===== src/rtl/seq_div_pkg.sv =====
// Shared types and helpers for the sequential restoring divider.
package seq_div_pkg;

  typedef enum logic [1:0] {
    IDLE = 2'd0,
    CALC = 2'd1,
    FIX  = 2'd2,
    DONE = 2'd3
  } state_e;

  // Iteration counter must hold values 0..n.
  function automatic int cnt_width(input int n);
    return $clog2(n + 1);
  endfunction

endpackage


===== src/rtl/div_step.sv =====
// One restoring-division iteration: shift in the next dividend bit, trial-subtract the divisor.
module div_step #(
  parameter int D = 16
) (
  input  logic [D:0]   rem_i,
  input  logic         bit_i,
  input  logic [D-1:0] dvs_i,
  output logic [D:0]   rem_o,
  output logic         q_o
);

  logic [D+1:0] shifted;

  always_comb begin
    shifted = {rem_i, bit_i};
    q_o     = (shifted >= {2'b00, dvs_i});
    rem_o   = q_o ? (shifted[D:0] - {1'b0, dvs_i}) : shifted[D:0];
  end

endmodule


===== src/rtl/seq_div.sv =====
// Multi-cycle restoring divider, unsigned or signed per operation, one quotient bit per clock.
// Divide-by-zero and signed-overflow cases bypass the iteration and finish in two edges.
module seq_div
  import seq_div_pkg::*;
#(
  parameter int N = 32,
  parameter int D = 16
) (
  input  logic         clk,
  input  logic         rst,
  input  logic         start,
  input  logic         signed_op,
  input  logic [N-1:0] dividend,
  input  logic [D-1:0] divisor,
  output logic         busy,
  output logic         done,
  output logic [N-1:0] quotient,
  output logic [D-1:0] remainder,
  output logic         div_by_zero,
  output logic         overflow
);

  localparam int CW = cnt_width(N);
  localparam logic [N-1:0] MIN_N = {1'b1, {(N-1){1'b0}}};

  state_e       state_q;
  logic         busy_q, done_q;
  logic [N-1:0] dvd_q;
  logic [D:0]   rem_q;
  logic [D-1:0] dvs_q;
  logic [CW-1:0] cnt_q;
  logic         sq_q, sr_q;
  logic         dbz_pend_q, ovf_pend_q;
  logic [N-1:0] quo_q;
  logic [D-1:0] remo_q;
  logic         dbz_q, ovf_q;

  logic         a_neg, b_neg, b_zero, is_ovf;
  logic [N-1:0] a_abs;
  logic [D-1:0] b_abs;
  logic [D:0]   step_rem;
  logic         step_q;
  logic [N-1:0] quo_d;
  logic [D-1:0] rem_d;

  always_comb begin
    a_neg  = signed_op & dividend[N-1];
    b_neg  = signed_op & divisor[D-1];
    a_abs  = a_neg ? -dividend : dividend;
    b_abs  = b_neg ? -divisor : divisor;
    b_zero = (divisor == '0);
    is_ovf = signed_op && (dividend == MIN_N) && (divisor == '1);
    // Final remainder is below the divisor, so its low D bits carry the whole value.
    quo_d  = sq_q ? -dvd_q : dvd_q;
    rem_d  = sr_q ? -rem_q[D-1:0] : rem_q[D-1:0];
  end

  div_step #(.D(D)) u_step (
    .rem_i (rem_q),
    .bit_i (dvd_q[N-1]),
    .dvs_i (dvs_q),
    .rem_o (step_rem),
    .q_o   (step_q)
  );

  always_ff @(posedge clk or posedge rst) begin
    if (rst) begin
      state_q    <= IDLE;
      busy_q     <= 1'b0;
      done_q     <= 1'b0;
      dvd_q      <= '0;
      rem_q      <= '0;
      dvs_q      <= '0;
      cnt_q      <= '0;
      sq_q       <= 1'b0;
      sr_q       <= 1'b0;
      dbz_pend_q <= 1'b0;
      ovf_pend_q <= 1'b0;
      quo_q      <= '0;
      remo_q     <= '0;
      dbz_q      <= 1'b0;
      ovf_q      <= 1'b0;
    end else begin
      done_q <= 1'b0;
      unique case (state_q)
        IDLE, DONE: begin
          if (start) begin
            busy_q     <= 1'b1;
            rem_q      <= '0;
            cnt_q      <= '0;
            dvs_q      <= b_abs;
            sq_q       <= a_neg ^ b_neg;
            sr_q       <= a_neg;
            dbz_pend_q <= b_zero;
            ovf_pend_q <= is_ovf;
            // Shortcuts keep the raw dividend; FIX builds their results from it.
            if (b_zero || is_ovf) begin
              dvd_q   <= dividend;
              state_q <= FIX;
            end else begin
              dvd_q   <= a_abs;
              state_q <= CALC;
            end
          end else begin
            busy_q  <= 1'b0;
            state_q <= IDLE;
          end
        end
        CALC: begin
          dvd_q <= {dvd_q[N-2:0], step_q};
          rem_q <= step_rem;
          cnt_q <= cnt_q + 1'b1;
          if (cnt_q == CW'(N - 1)) begin
            state_q <= FIX;
          end
        end
        FIX: begin
          if (dbz_pend_q) begin
            quo_q  <= '1;
            remo_q <= dvd_q[D-1:0];
          end else if (ovf_pend_q) begin
            quo_q  <= dvd_q;
            remo_q <= '0;
          end else begin
            quo_q  <= quo_d;
            remo_q <= rem_d;
          end
          dbz_q   <= dbz_pend_q;
          ovf_q   <= ovf_pend_q;
          busy_q  <= 1'b0;
          done_q  <= 1'b1;
          state_q <= DONE;
        end
        default: begin
          busy_q  <= 1'b0;
          state_q <= IDLE;
        end
      endcase
    end
  end

  assign busy        = busy_q;
  assign done        = done_q;
  assign quotient    = quo_q;
  assign remainder   = remo_q;
  assign div_by_zero = dbz_q;
  assign overflow    = ovf_q;

endmodule


===== config.mk =====
export PLATFORM = sky130hd
export DESIGN_NAME = seq_div
export DESIGN_NICKNAME = d
export VERILOG_FILES = /design/src/rtl/seq_div_pkg.sv /design/src/rtl/div_step.sv /design/src/rtl/seq_div.sv
export SDC_FILE = /design/constraint.sdc
export NUM_CORES = 1
export LEC_CHECK = 0
export CAP_MARGIN = 20
export CORE_MARGIN = 2
export CORE_UTILIZATION = 51
export CTS_CLUSTER_SIZE = 12
export DETAILED_ROUTE_END_ITERATION = 10
export PLACE_DENSITY = 0.81
export SLEW_MARGIN = 20
export SYNTH_ARGS = -nofsm -noshare
export SYNTH_HDL_FRONTEND = slang
export SYNTH_SLANG_ARGS = --single-unit
export TNS_END_PERCENT = 100

===== constraint.sdc =====
create_clock -name clk -period 4 [get_ports clk]
set_input_delay 0.6 -clock clk [delete_from_list [all_inputs] [get_ports clk]]
set_output_delay 0.6 -clock clk [all_outputs]
set_load 0.01 [all_outputs]

==> flow_summary.yaml <==
synthesis:
  syn_area_um2: 8300
  synth-edff-count: 0
  synth_top_area_cell: "dfrtp_1"
  ys.flop_type: "dfrtp_1"
  yosysWarningCount: 0
  synth_fp_nets: 1080
  seq_area_frac_synth: 0.389
  synth_cells: 1002
  async_flop_share: 1.00
  synth_area_leaders: "dfrtp_1 39%, xnor2_1 7.7%, a21oi_1 6.7%"
  ys_ff_latch: 129
  synth_top_area_share: 0.389
  netlist-cell-type-count: 60
  syn_area_per_cell_um2: 8.28
global_routing:
  grt_pass1_vias: 7143
  grt_start_max_net_pins: 62
  antenna_found_initial: 0
  grtUsageTotal: 0.251
  grt_pass1_wl_um: 35300
  gr-total-overflow: 0
power:
  power_leakage_nw: 4.13
  peakVddDrop_mv: 0.400
  powerDensity_nw_per_um2: 767
sta:
  max_freq_mhz: 322
  final-setup-viol-count: 0
  slew_headroom: 0.291
  slew_viol_final: 0
  skew_ps: 7.05
  rsz0062_at_grt: "false"
  fin_crit_ps: 3110
  setup_tns_ps: 0
  tightest_slew_ps: 1060
  finalCritPeriodShare: 0.777
  hold_viol: 0
detailed_routing:
  vias_per_cell: 5.79
  route.vias.total: 7589
  routed_wirelength_um: 21600
  dr.pass1.iters: 5
  ant_nets: 0
  drt_iter0_drc: 631
  wl_per_cell_um: 16.5
  remaining_drc_errors: 0
cts:
  cts_tree: "done"
  cts_setup_buffers: 0
  htree_levels: 4
  cts_buffers: 17
  cts_resized: 0
  clockBufferDepth: 2
  path_clk_slew_ps: 60
  insertion_delay_ps: 430
  numClockSinks: 129
  cts_root_buf: "clkbuf_16"
  hold_buffers: 0
worst_setup_path:
  worst-path-max-fanout: 21
  path_class: "in -> reg"
  worstPathArrival_ps: 3410
  worstPathRequired_ps: 4310
  endpoint_kind: "register"
  start_kind: "primary input"
placement:
  hpwl_um: 15900
  gp_congestion: 0.890
  portBuffers: 103
die:
  die_h_um: 132
  start_util: 0.522
  num_rows: 46
  fp.coreArea_um2: 15900
  die-area_um2: 17300
  die_w_um: 132
  io_pins: 104
job:
  maxCapViolCount: 0
layout:
  finish.net_count: 1159
  diodes: 0
  drive_above_1_share: 0.0667
  fin_util: 0.635
  syn2layout_area_growth_pct: 21.6
run_status:
  status: "finished clean"
min_path:
  worstHoldPathType: "reg -> reg"
-- synthesized netlist by cell type (9+ instances only) --
cell type,count
o21ai_0,58
nor2_1,136
nand2b_1,9
ha_1,25
clkbuf_1,53
xor2_1,25
inv_1,39
dfrtp_1,129
nand3_1,20
o22ai_1,27
a21oi_1,111
nand2_1,78
a31oi_1,9
xnor2_1,73
nor3_1,65
o31ai_1,14
mux2i_1,11
-- worst max-delay path: stages --
cell             delay, ps
clkdlybuf4s50_1        490
inv_1                  110
ha_1                   200
or4b_4                 500
nor4b_4                350
nand3_2                160
nor3_4                 410
buf_12                 210
nor3_1                  70
xnor2_1                180
o22ai_1                100
-- per-stage QoR --
step	instance area (um2)	setup WS (ps)	total power, W	std cells	hold WS (ps)
final	10100	894	0.00774	1310	477
after global placement	9520	521	0.00612	1278	460
after floorplan	8300	1260	0.00491	1002	449
after detailed placement	9520	477	0.00622	1278	470
after CTS	10100	921	0.00774	1310	483
after global routing	10100	718	0.00829	1310	506
-- final cells by class --
| cell class | count | area, um2 |
|---|---|---|
| clock buffers | 18 | 439 |
| clock inverters | 14 | 133 |
| fillers | 1375 | 5790 |
| inverters | 39 | 150 |
| multi-input cells | 774 | 4690 |
| flip-flops and latches | 129 | 3230 |
| well taps | 216 | 270 |
| repair buffers | 120 | 1180 |
-- final timing paths --
check	start	to	slack, ps	depth (start not counted)
max in group asynchronous	rst	quotient[22]	2570	3
hold / removal	dvs_q[8]	dvs_q[8]	480	2
min in group asynchronous	rst	remainder[7]	640	2
setup / recovery	dividend[1]	dvd_q[9]	890	11
hold reg to reg	dvs_q[8]	dvs_q[8]	480	2
setup reg to reg	state_q[1]	rem_q[5]	980	8
-- placed cells by master, fill, tap and decap left out, types with 5 or more instances in the layout --
cell type | Yosys | routed
a211oi_1 | 5 | 5
a21oi_1 | 111 | 111
a221oi_1 | 7 | 7
a31oi_1 | 9 | 9
a32oi_1 | 7 | 7
and3_1 | 7 | 7
buf_4 | 0 | 15
clkbuf_16 | 0 | 17
clkdlybuf4s50_1 | 0 | 103
clkinvlp_4 | 0 | 7
dfrtp_1 | 129 | 129
ha_1 | 25 | 24
inv_1 | 39 | 38
mux2i_1 | 11 | 11
nand2_1 | 78 | 78
nand2b_1 | 9 | 9
nand3_1 | 20 | 20
nand4_1 | 7 | 7
nor2_1 | 136 | 136
nor3_1 | 65 | 65
nor4_1 | 6 | 6
o211ai_1 | 7 | 7
o21ai_0 | 58 | 58
o22ai_1 | 27 | 27
o31ai_1 | 14 | 14
or3_1 | 7 | 7
or4_1 | 6 | 6
xnor2_1 | 73 | 73
xor2_1 | 25 | 25
-- sequential cells by signal, indices dropped and copies added, names as in the netlist --
signal and cells:
remainder 16, dvs_q 16, sr_q 1, cnt_q 6, done 1, busy 1, quotient 32, state_q 2
dvd_q 32, ovf_pend_q 1, overflow 1, sq_q 1, dbz_pend_q 1, rem_q 17, div_by_zero 1
-- routing by layer --
metal / wire [um] / share of wire / track usage / vias up
met5: 0 / 0 / 0 / -
met4: 643 / 0.030 / 0.105 / 0
met3: 1460 / 0.068 / 0.0444 / 45
met2: 10300 / 0.48 / 0.417 / 307
met1: 9140 / 0.42 / 0.324 / 3530
li1: - / - / - / 3707
-- logic make-up after synthesis --
| family | synth area share |
|---|---|
| simple gates | 0.210 |
| compound gates | 0.192 |
| flops | 0.389 |
| buf+inv | 0.0470 |
| xor+xnor | 0.103 |
| fa+ha+maj | 0.0401 |
| mux | 0.0187 |
-- report_power, final --
group          internal (W)  switching (W)
Sequential          0.00187       0.000582
Combinational       0.00166        0.00213
Clock              0.000876       0.000612
Total               0.00441        0.00333
No activity file was read; power rests on OpenSTA's default activity.
